===== src/rtl/dct_pkg.sv =====
// Shared definitions for the sample-serial 8-point DCT engine:
// point count, default widths, FSM state encoding and the Q1.14 cosine ROM.
package dct_pkg;

  localparam int N_POINTS      = 8;
  localparam int DATA_W_DEF    = 16;
  localparam int FRAC_W_DEF    = 4;
  localparam int COEF_W_DEF    = 16;
  localparam int COEF_FRAC_DEF = 14;

  typedef enum logic [1:0] {
    LOAD = 2'd0,
    MAC  = 2'd1,
    RES  = 2'd2,
    OUT  = 2'd3
  } state_t;

  typedef logic signed [COEF_W_DEF-1:0] coef_t;

  // C[k][n] = round(2^14 * a(k) * cos((2n+1)k*pi/16)), a(0)=1/sqrt(8), a(k>0)=1/2.
  // Row k is indexed first; odd rows are antisymmetric, even rows symmetric.
  localparam coef_t COS_ROM [N_POINTS][N_POINTS] = '{
    '{ 16'sd5793,  16'sd5793,  16'sd5793,  16'sd5793,  16'sd5793,  16'sd5793,  16'sd5793,  16'sd5793},
    '{ 16'sd8035,  16'sd6811,  16'sd4551,  16'sd1598, -16'sd1598, -16'sd4551, -16'sd6811, -16'sd8035},
    '{ 16'sd7568,  16'sd3135, -16'sd3135, -16'sd7568, -16'sd7568, -16'sd3135,  16'sd3135,  16'sd7568},
    '{ 16'sd6811, -16'sd1598, -16'sd8035, -16'sd4551,  16'sd4551,  16'sd8035,  16'sd1598, -16'sd6811},
    '{ 16'sd5793, -16'sd5793, -16'sd5793,  16'sd5793,  16'sd5793, -16'sd5793, -16'sd5793,  16'sd5793},
    '{ 16'sd4551, -16'sd8035,  16'sd1598,  16'sd6811, -16'sd6811, -16'sd1598,  16'sd8035, -16'sd4551},
    '{ 16'sd3135, -16'sd7568,  16'sd7568, -16'sd3135, -16'sd3135,  16'sd7568, -16'sd7568,  16'sd3135},
    '{ 16'sd1598, -16'sd4551,  16'sd6811, -16'sd8035,  16'sd8035, -16'sd6811,  16'sd4551, -16'sd1598}
  };

  // ROM lookup by (row, column).
  function automatic coef_t rom_coef(input logic [2:0] row, input logic [2:0] col);
    return COS_ROM[row][col];
  endfunction

endpackage


===== src/rtl/dct_mac_unit.sv =====
// Single signed multiply-accumulate with round-half-up rescale and saturation.
// The result/sat outputs are combinational views of the current accumulator.
module dct_mac_unit #(
  parameter int DATA_W    = 16,
  parameter int COEF_W    = 16,
  parameter int COEF_FRAC = 14,
  parameter int ACC_W     = DATA_W + COEF_W + 3
) (
  input  logic                     clk,
  input  logic                     rst_n,
  input  logic                     clr,
  input  logic                     en,
  input  logic signed [DATA_W-1:0] sample,
  input  logic signed [COEF_W-1:0] coef,
  output logic signed [DATA_W-1:0] result,
  output logic                     sat
);

  localparam int PROD_W = DATA_W + COEF_W;
  localparam logic signed [ACC_W-1:0] HALF    = ACC_W'(1) << (COEF_FRAC - 1);
  localparam logic signed [ACC_W-1:0] OUT_MAX = (ACC_W'(1) << (DATA_W - 1)) - ACC_W'(1);
  localparam logic signed [ACC_W-1:0] OUT_MIN = ~OUT_MAX;

  logic signed [PROD_W-1:0] product;
  logic signed [ACC_W-1:0]  acc_reg;
  logic signed [ACC_W-1:0]  rounded;
  logic signed [ACC_W-1:0]  shifted;

  assign product = sample * coef;
  assign rounded = acc_reg + HALF;
  assign shifted = rounded >>> COEF_FRAC;

  // Accumulator: cleared at the start of each output, sign-extended product added per MAC cycle.
  always_ff @(posedge clk or negedge rst_n) begin
    if (!rst_n) begin
      acc_reg <= '0;
    end else if (clr) begin
      acc_reg <= '0;
    end else if (en) begin
      acc_reg <= acc_reg + {{(ACC_W-PROD_W){product[PROD_W-1]}}, product};
    end
  end

  // Clip the rescaled sum to the output word range and flag any clipping.
  always_comb begin
    result = shifted[DATA_W-1:0];
    sat    = 1'b0;
    if (shifted > OUT_MAX) begin
      result = OUT_MAX[DATA_W-1:0];
      sat    = 1'b1;
    end else if (shifted < OUT_MIN) begin
      result = OUT_MIN[DATA_W-1:0];
      sat    = 1'b1;
    end
  end

endmodule


===== src/rtl/dct8_stream_mac.sv =====
// Sample-serial 8-point DCT-II / DCT-III engine built around one MAC.
// Loads 8 samples, then produces 8 outputs, each from 8 MAC cycles plus a result cycle.
module dct8_stream_mac
  import dct_pkg::*;
#(
  parameter int DATA_W    = DATA_W_DEF,
  parameter int FRAC_W    = FRAC_W_DEF,
  parameter int COEF_W    = COEF_W_DEF,
  parameter int COEF_FRAC = COEF_FRAC_DEF,
  parameter int ACC_W     = DATA_W + COEF_W + 3
) (
  input  logic              clk,
  input  logic              rst_n,
  input  logic              s_valid,
  output logic              s_ready,
  input  logic [DATA_W-1:0] s_data,
  input  logic              s_inv,
  output logic              m_valid,
  input  logic              m_ready,
  output logic [DATA_W-1:0] m_data,
  output logic              m_last,
  output logic              m_sat
);

  // Reject parameter sets that could overflow the accumulator or make no sense.
  if (ACC_W < DATA_W + COEF_W + 3 || FRAC_W >= DATA_W) begin : g_param_check
    $error("dct8_stream_mac: illegal ACC_W/FRAC_W parameters");
  end

  state_t                    state_reg, state_next;
  logic [DATA_W-1:0]         samp_buf [N_POINTS];
  logic [2:0]                in_idx_reg;
  logic [2:0]                k_reg;
  logic [2:0]                n_reg;
  logic                      inv_reg;
  logic                      s_fire;
  logic                      mac_clr;
  logic                      mac_en;
  coef_t                     rom_word;
  logic signed [COEF_W-1:0]  coef;
  logic signed [DATA_W-1:0]  mac_result;
  logic                      mac_sat;
  logic [DATA_W-1:0]         m_data_reg;
  logic                      m_last_reg;
  logic                      m_sat_reg;

  assign s_ready = (state_reg == LOAD);
  assign m_valid = (state_reg == OUT);
  assign s_fire  = s_valid && s_ready;
  assign m_data  = m_data_reg;
  assign m_last  = m_last_reg;
  assign m_sat   = m_sat_reg;

  // Forward mode walks ROM row k; inverse mode walks column k (transposed matrix).
  assign rom_word = inv_reg ? rom_coef(n_reg, k_reg) : rom_coef(k_reg, n_reg);
  assign coef     = COEF_W'(rom_word);

  // FSM state register.
  always_ff @(posedge clk or negedge rst_n) begin
    if (!rst_n) state_reg <= LOAD;
    else        state_reg <= state_next;
  end

  // Next-state logic and MAC control strobes.
  always_comb begin
    state_next = state_reg;
    mac_clr    = 1'b0;
    mac_en     = 1'b0;
    case (state_reg)
      LOAD: begin
        if (s_fire && in_idx_reg == 3'd7) begin
          state_next = MAC;
          mac_clr    = 1'b1;
        end
      end
      MAC: begin
        mac_en = 1'b1;
        if (n_reg == 3'd7) state_next = RES;
      end
      RES: state_next = OUT;
      OUT: begin
        if (m_ready) begin
          mac_clr    = 1'b1;
          state_next = (k_reg == 3'd7) ? LOAD : MAC;
        end
      end
      default: state_next = LOAD;
    endcase
  end

  // Load index, mode latch and the output/product counters.
  always_ff @(posedge clk or negedge rst_n) begin
    if (!rst_n) begin
      in_idx_reg <= '0;
      k_reg      <= '0;
      n_reg      <= '0;
      inv_reg    <= 1'b0;
    end else begin
      case (state_reg)
        LOAD: begin
          if (s_fire) begin
            if (in_idx_reg == 3'd0) inv_reg <= s_inv;
            in_idx_reg <= in_idx_reg + 3'd1;
            k_reg      <= '0;
            n_reg      <= '0;
          end
        end
        MAC:     n_reg <= n_reg + 3'd1;
        OUT:     if (m_ready) k_reg <= k_reg + 3'd1;
        default: ;
      endcase
    end
  end

  // Sample buffer: written only on an accepted input transfer.
  always_ff @(posedge clk) begin
    if (s_fire) samp_buf[in_idx_reg] <= s_data;
  end

  // Output register: captured in the result cycle, held through the OUT handshake.
  always_ff @(posedge clk or negedge rst_n) begin
    if (!rst_n) begin
      m_data_reg <= '0;
      m_last_reg <= 1'b0;
      m_sat_reg  <= 1'b0;
    end else if (state_reg == RES) begin
      m_data_reg <= mac_result;
      m_last_reg <= (k_reg == 3'd7);
      m_sat_reg  <= mac_sat;
    end
  end

  dct_mac_unit #(
    .DATA_W    (DATA_W),
    .COEF_W    (COEF_W),
    .COEF_FRAC (COEF_FRAC),
    .ACC_W     (ACC_W)
  ) u_mac (
    .clk    (clk),
    .rst_n  (rst_n),
    .clr    (mac_clr),
    .en     (mac_en),
    .sample ($signed(samp_buf[n_reg])),
    .coef   (coef),
    .result (mac_result),
    .sat    (mac_sat)
  );

endmodule


===== config.mk =====
export PLATFORM = sky130hd
export DESIGN_NAME = dct8_stream_mac
export DESIGN_NICKNAME = d
export VERILOG_FILES = /design/src/rtl/dct_pkg.sv /design/src/rtl/dct_mac_unit.sv /design/src/rtl/dct8_stream_mac.sv
export SDC_FILE = /design/constraint.sdc
export NUM_CORES = 1
export LEC_CHECK = 0
export BUFFER_PORTS_ARGS = -buffer_cell sky130_fd_sc_hd__buf_4
export CORE_ASPECT_RATIO = 1.75
export CORE_MARGIN = 10
export CORE_UTILIZATION = 29
export CTS_CLUSTER_SIZE = 28
export DETAILED_ROUTE_END_ITERATION = 10
export HOLD_SLACK_MARGIN = 0.08
export SYNTH_ARGS = -nofsm -noshare
export SYNTH_HDL_FRONTEND = slang
export SYNTH_SLANG_ARGS = --single-unit

===== constraint.sdc =====
create_clock -name clk -period 11.7 [get_ports clk]
set_input_delay 2.34 -clock clk [delete_from_list [all_inputs] [get_ports clk]]
set_output_delay 2.34 -clock clk [all_outputs]
set_load 0.05 [all_outputs]

Yosys cells after proc, flatten, opt, wreduce, memory -nomap -nowiden

Memory sizes are Yosys's and may differ from the RTL's.
Index checks and enable logic that the tools add are counted.

Bits in registers: 65
Memory bits (writable): 128
ROM bits: 2,048
Bits of input ports: 21
Output and inout port bits: 20
Word-level logic and storage cells: 78
Memories kept: 3

Memories:

| memory           | depth | width | rd ports | clocked after Yosys merged registers in | write ports | RTL line              | RTL |
|---|---|---|---|---|---|---|---|
| (name not given) | 8     | 128   | 1        | 0                                       | 0           | dct_pkg.sv:35         | `return COS_ROM[row][col];` |
| (name not given) | 8     | 128   | 1        | 0                                       | 0           | dct_pkg.sv:35         |  |
| samp_buf         | 8     | 16    | 1        | 0                                       | 1           | dct8_stream_mac.sv:31 | `logic [DATA_W-1:0] samp_buf [N_POINTS];` |

$add $sub $neg: 5
Multipliers: 1
Magnitude comparators: 4
Eq/ne operators: 10
Mux-type cells: 32
Bitwise gates (word level): 2
Reduce and logical (&&, ||, !) cells: 12

Operator list:

| operator               | count |
|---|---|
| $mux 128               | 4 |
| $mux 16                | 7 |
| $bmux 16 s3            | 2 |
| $mux 35                | 2 |
| $add 35x15->35 const B | 1 |
| $add 35x35->35         | 1 |
| $mul 16x16->32         | 1 |
| $gt 21x16->1 const B   | 1 |
| $lt 21x16->1 const B   | 1 |
| $pmux 3 s2             | 2 |
| $add 3x1->3 const B    | 3 |
| $eq 3x3->1 const B     | 3 |
| $reduce_and 3->1       | 3 |
| $ge 4x4->1 const B     | 2 |
| $mux 1                 | 8 |
| $not 3->4              | 2 |
| $pmux 2 s4             | 1 |
| $mux 2                 | 3 |
| $mux 3                 | 2 |
| $ne 2x1->1 const B     | 3 |
| $reduce_bool 2->1      | 3 |
| $eq 2x2->1 const B     | 2 |
| $reduce_and 2->1       | 2 |
| $logic_not 3->1        | 1 |
| 5 further kinds        | 6 |

Logic depth before layout (Yosys ltp)

Gate-level depths: netlist of run 1.

Word-level depth: 12
Mapped depth: 48
Gate-level depth less buffers: 44

Modules after synthesis

From an unflattened synthesis of run 1, not the netlist that was laid out.

Cells, all modules: 2,365
Area total of the unflattened synthesis: 22,934.5 µm²

Modules (own cells, without submodules):

| module          | instances | cells each | area each (µm²) | seq. area each (µm²) |
|---|---|---|---|---|
| dct_mac_unit    | 1         | 1,518      | 13,436.6        | 875.8 |
| dct8_stream_mac | 1         | 847        | 9,497.9         | 4,594.4 |

Least setup slack after synthesis of run 1

OpenSTA, ideal clock, no wires.

Path type: flip-flop to flip-flop
Start: reg k_reg[0]
End: reg u_mac.acc_reg[34]
Setup time: 0.121 ns
Arrival: 10.552 ns
Required time: 11.579 ns
Path slack: 1.027 ns
Cell stages (with the launch flop): 47
Buffers on the path: 6
Clock period less this slack: 10.673 ns
Cell sequence: dfrtp_1 > buf_2 > inv_1 > clkbuf_1 > buf_1 > ha_1 > clkbuf_1 > nor2b_1 > a21oi_1 > o211ai_1 > nand2_1 > o41ai_1 > clkbuf_1 > nand2_1 > fa_1 > inv_1 > fa_1 > inv_1 > (+11 left out) > o21ai_0 > or3_1 > o21a_1 > a21oi_1 > inv_1 > a21oi_1 > xnor2_1 > ha_1 > and4_1 > nand3_1 > a2111oi_0 > nor2_1 > o22ai_1 > o311a_1 > a211o_1 > nor3_1 > o31a_1 > o22a_1

Longest elaborated chain between the ends: 12
Elaborated cells on any way between the ends: 15
Those cells by class: 1 x add/sub; 1 x mul; 11 x mux; 1 x bitwise; 1 x memory

Ends and longest elaborated chain:

| element                                     | RTL line               | RTL |
|---|---|---|
| start, declared                             | dct8_stream_mac.sv:33  | `logic [2:0] k_reg;` |
| start signal, assigned                      | dct8_stream_mac.sv:109 | `OUT: if (m_ready) k_reg <= k_reg + 3'd1;` |
| $not 3->4 (not written as such) *           | dct_pkg.sv:35          |  |
| $mem_v2 8x128                               | n/a                    |  |
| $mux 128 (not written as such) (2 in a row) | dct_pkg.sv:35          |  |
| $bmux 16 s3                                 | dct_pkg.sv:35          |  |
| $mux 16 (not written as such) (2 in a row)  | dct_pkg.sv:35          |  |
| $mux 16 *                                   | dct8_stream_mac.sv:55  | `assign rom_word = inv_reg ? rom_coef(n_reg, k_reg) : rom_coef(k_reg, n_reg);` |
| $mul 16x16->32 *                            | dct_mac_unit.sv:29     | `assign product = sample * coef;` |
| $add 35x35->35 *                            | dct_mac_unit.sv:40     | `acc_reg <= acc_reg + {{(ACC_W-PROD_W){product[PROD_W-1]}}, product};` |
| $mux 35 *                                   | dct_mac_unit.sv:39     | `end else if (en) begin` |
| $mux 35 *                                   | dct_mac_unit.sv:37     | `end else if (clr) begin` |
| end signal, assigned                        | dct_mac_unit.sv:40     |  |
| end, declared                               | dct_mac_unit.sv:25     | `logic signed [ACC_W-1:0] acc_reg;` |

Mark *: on every way between the ends. The rest lies on a longest branch, timed or not. The select of a mux whose other input is x is not followed.
A chain may end at the register's enable or synchronous reset.

Worst setup path after layout of run 1

Start: reg k_reg[1]
End: reg u_mac.acc_reg[34]

The elaborated chain is that of the path after synthesis.

==> impl_metrics.ini, run 1 <==
[yosys]
syn_area_um2 = 22060
synth_edf_count = 128
synthFlopType = edfxtp_1
synth_area_leaders = fa_1, edfxtp_1, ha_1
synth_warnings = 0
syn_nets = 2761
avgSynthCellArea_um2 = 9.479
synthTopCellsByCount = inv_1, fa_1, nand2_1, nor2_1, ha_1
async_flop_share = 0.3368
synth-seq-cells = 193
ys_types = 75
synth_top_cell_area_share = 0.2333
yosysMostFrequentCell = inv_1
seq_area_frac_synth = 0.2480
yosys.area.top_type = fa_1
synth_cells = 2327

[finish]
largest_register_ff_count = 128
syn_to_final_growth_pct = 10.91
layout.nets = 2781
drive_gt1_frac = 0.09661

[placed_design]
gp_congestion = 0.9596
dpl.hpwl_um = 53390
port_buffers = 40

[timing]
slew_violations = 0
clock_skew_ns = 0.02452
rsz0062_at_grt = no
tns_ns = 0
fmax_mhz = 90.48
setup_viol = 0
slew_headroom = 0.4184
holdWs_ns = 0.5090
post-route-period-util = 0.9446
period_minus_slack_ns = 11.05
worst_pin_slew_ns = 0.8615
hold_violations = 0

[clock_tree]
path_clk_slew_ns = 0.09
cts_made_buffers = 17
tritoncts = yes
clock_latency_ns = 0.50
clock_sinks = 193
postCtsHoldBufs = 0
cts-root-buf = clkbuf_16
cts_max_path_buffers = 2
htree_num_levels = 4

[floorplanning]
die_x_um = 228.5
core_um2 = 75220
die_h_um = 384.8
fp-row-count = 133
start_util = 0.2932
ios = 41
die_area_um2 = 87930

[global_routing]
grt_pass1_wl_um = 107800
overflow = 0
met1_usage = 0.1593
grt_pass1_vias = 18630
grt_usage = 0.1590
antenna_found_initial = 0
grt_max_degree = 103
grt_busiest_layer = met2
grt_use_met3 = 0.01656
grt_use_met2 = 0.3008

[detailed_routing]
finalWirelength_um = 69000
drt-vias-per-instance = 5.117
wl_per_cell_um = 20.45
drc = 0
drt_iter0_drc = 1592
first_pass_iters = 6
route.vias.total = 17270
ant_nets = 0

[worst_setup_path]
crit_top_cell = fa_1
rrSetupSlack_ns = 0.65
cpMaxStageDelayCell = a2111oi_0
worstPathArrival_ns = 11.42
reg2reg_depth = 42
rr_endpoint = u_mac.acc_reg[34]
end_kind = flip-flop
crit_fanout = 17
critPathRequiredTime_ns = 12.07
r2r-start = k_reg[1]
path_class = flip-flop to flip-flop
startpoint_type = flip-flop
cpPeakStageDelay_ns = 0.61

[hold_path]
hold_depth = 1
hold_path_startpoint = m_sat
whs_endpoint = m_sat
hold_class = flip-flop to flip-flop

[status]
status = complete, no violations

[job]
drv_cap = 0
metal layers:
layer / routed length, um / vias up / part of all wire
li1: - / 7830 / -
met1: 23820 / 8646 / 0.35
met2: 37270 / 570 / 0.54
met3: 2896 / 219 / 0.042
met4: 5012 / 0 / 0.073
met5: 0 / - / 0
cell usage in the layout (no fill, tap or decap), types with 23 or more instances in the layout:
cell type,count
nor2_1,228
and2_1,26
dfrtp_1,60
edfxtp_1,128
a21o_1,28
buf_4,105
xor2_1,23
nand3_1,36
xnor2_1,58
nor3_1,32
ha_1,155
fa_1,257
mux4_2,35
a21oi_1,115
o21ai_0,90
mux2i_1,33
inv_1,351
nand2_1,241
a211oi_1,30
layout make-up:
cell class              instances  area (um^2)
repair buffers                110        888.4
flip-flops and latches        193         5479
multi-input cells            1673        14870
clock inverters                15        205.2
clock buffers                  17        425.4
inverters                     352         1321
fillers                      7870        50750
diodes                          2        5.005
well taps                    1012         1266
timing repair:
| action | in CTS | in global routing |
|---|---|---|
| gates resized for setup | 0 | 2 |
| buffers inserted | 0 | 0 |
| endpoints found under the setup margin | 0 | 1 |
cell families (layout without fill, tap and decap cells):
kind of cell,count (synthesis),count (layout),share of synthesized area
xor+xnor,82,82,0.03290
buf+inv,461,494,0.08021
other cells,0,2,0
fa+ha+maj,413,413,0.3217
mux,77,77,0.05548
simple gates,675,675,0.1363
flops,193,193,0.2480
compound gates,426,426,0.1254
worst max path at each step:
stage	slack, ns	from	to	cells past startpoint
floorplan	1.03	k_reg[0]	u_mac.acc_reg[34]	46
global placement	0.90	k_reg[1]	u_mac.acc_reg[34]	42
detailed placement	0.64	k_reg[1]	u_mac.acc_reg[34]	42
CTS	0.58	k_reg[1]	u_mac.acc_reg[34]	42
global route	0.08	k_reg[1]	u_mac.acc_reg[34]	42
finish	0.65	k_reg[1]	u_mac.acc_reg[34]	42
metrics by stage:
step	instance area [um^2]	setup WS, ns	cells	utilization
2_1_floorplan	22060	1.027	2327	-
3_3_place_gp	23830	0.8975	3340	0.3168
3_5_place_dp	23830	0.6444	3340	0.3168
4_1_cts	24460	0.5779	3372	0.3251
5_1_grt	24460	0.07643	3372	0.3252
6_report	24460	0.6479	3374	0.3252
critical path: cells and delay by family, from the launching register on:
family | cells | cell delay (ns)
fa+ha+maj | 9 | 4.27
compound gates | 17 | 3.78
simple gates | 8 | 1.52
buf+inv | 7 | 0.71
flops | 1 | 0.54
xor+xnor | 1 | 0.09
Power of run 1 is left out: the tool's default activity adds up to more than one toggle a clock period on the data nets, which glitch-free logic cannot reach.
==> run 2: changes to the inputs <==
CORE_UTILIZATION = 50   (was 29)
PLACE_DENSITY = 0.66   (was not set)
SETUP_SLACK_MARGIN = 0.4   (was not set)
==> run 2 against run 1 <==
  * Worst hold slack better by 0.026 ns
  * First-iteration DRC count down 25%
  * Maximum frequency up 3.5%
  * Final area down 2.6%
  * Via count up 0.54%
  * Critical path type unchanged
  * Largest cell class unchanged
==> impl_metrics.ini, run 2 (synthesis results as in run 1) <==
[clock_tree]
tritoncts = yes
htree_num_levels = 4
path_clk_slew_ns = 0.09
clock_sinks = 193
clock_latency_ns = 0.48
postCtsHoldBufs = 0
cts-root-buf = clkbuf_16
cts_max_path_buffers = 2
cts_made_buffers = 17

[detailed_routing]
finalWirelength_um = 67040
wl_per_cell_um = 22.99
drt-vias-per-instance = 5.953
route.vias.total = 17360
drt_iter0_drc = 1201
ant_nets = 0
first_pass_iters = 5
drc = 0

[timing]
holdWs_ns = 0.5352
setup_viol = 0
rsz0062_at_grt = no
slew_violations = 0
tns_ns = 0
period_minus_slack_ns = 10.68
clock_skew_ns = 0.03154
slew_headroom = 0.3193
hold_violations = 0
fmax_mhz = 93.61
post-route-period-util = 0.9130
worst_pin_slew_ns = 0.9927

[floorplanning]
start_util = 0.5074
die_area_um2 = 53250
die_x_um = 178.8
fp-row-count = 101
ios = 41
die_h_um = 297.9
core_um2 = 43470

[placed_design]
dp_cells = 2884
gp_congestion = 1.024
port_buffers = 40
dpl.hpwl_um = 52870

[worst_setup_path]
path_class = flip-flop to flip-flop
critPathRequiredTime_ns = 12.06
path_depth = 36
startpoint_type = flip-flop
crit_family = adder cells
end_kind = flip-flop
cpPeakStageDelay_ns = 0.57
cpMaxStageDelayCell = fa_1
crit_top_cell = fa_1
crit_buf_inv = 7
crit_fanout = 16
reg2reg_depth = 36
worstPathArrival_ns = 11.04

[global_routing]
grt_usage = 0.2554
grt_pass1_wl_um = 104800
antenna_found_initial = 0
grt_pass1_vias = 18480
grt_max_degree = 70
overflow = 0

[finish]
drive_gt1_frac = 0.09489
antennaDiodeCount = 0
final_cell_mix = inv_1, fa_1, nand2_1
largest_register_ff_count = 128
final_cell_count_no_fill = 2916
final_common_cell = inv_1
layout.nets = 2771
syn_to_final_growth_pct = 8.049

[job]
drv_cap = 0

[hold_path]
hold_class = flip-flop to flip-flop
hold_depth = 1

[status]
status = complete, no violations
[run 2: cell types whose count changed in the layout (fill, tap and decap cells not counted), moves of 3 or more]
cell    change
buf_6       +5
buf_4      -10
inv_8       -3
buf_12      -5
[run 2: final cells by class]
class	count	area (um^2)
timing repair buffer	100	769.5
sequential	193	5479
multi-input combinational	1673	14910
clock inverter	15	224.0
fill	3883	19640
clock buffer	17	425.4
inverter	352	1321
tap	566	708.2
[run 2: worst paths after layout]
path                               start                 to  slack [ns]
max in group asynchronous          rst_n           n_reg[0]        8.97
min in group asynchronous          rst_n      in_idx_reg[1]        2.00
worst max-delay path            n_reg[2]  u_mac.acc_reg[34]        1.02
worst min register to register  k_reg[0]           k_reg[0]        0.54
worst max register to register  n_reg[2]  u_mac.acc_reg[34]        1.02
worst min-delay path            k_reg[0]           k_reg[0]        0.54
[run 2: per-stage QoR]
step | utilization | instance area, um^2 | setup slack [ns]
CTS | 0.5470 | 23780 | 0.6333
finish | 0.5482 | 23830 | 1.018
detailed placement | 0.5321 | 23130 | 0.6683
global placement | 0.5321 | 23130 | 0.8419
global route | 0.5482 | 23830 | 0.5255
floorplan | - | 22060 | 1.027
[run 2: routing by layer]
layer / track usage / part of all wire / wire [um]
met2: 0.4610 / 0.54 / 35980
met4: 0.1663 / 0.074 / 4951
met5: 0 / 0 / 0
met3: 0.03141 / 0.041 / 2762
met1: 0.2704 / 0.35 / 23350
[run 2: repair_timing]
item | 4_1_cts | 5_1_grt
gates resized for setup | 0 | 15
setup buffers | 0 | 0
endpoints found under the setup margin | 0 | 2
[run 2: worst reg2reg max path: cells and delay by family (launching register included)]
kind	cells	cell delay, ns
buf+inv	7	1.12
flops	1	0.39
fa+ha+maj	8	3.75
mux	1	0.42
simple gates	5	1.43
compound gates	15	3.46
Power of run 2 is left out for the same reason.
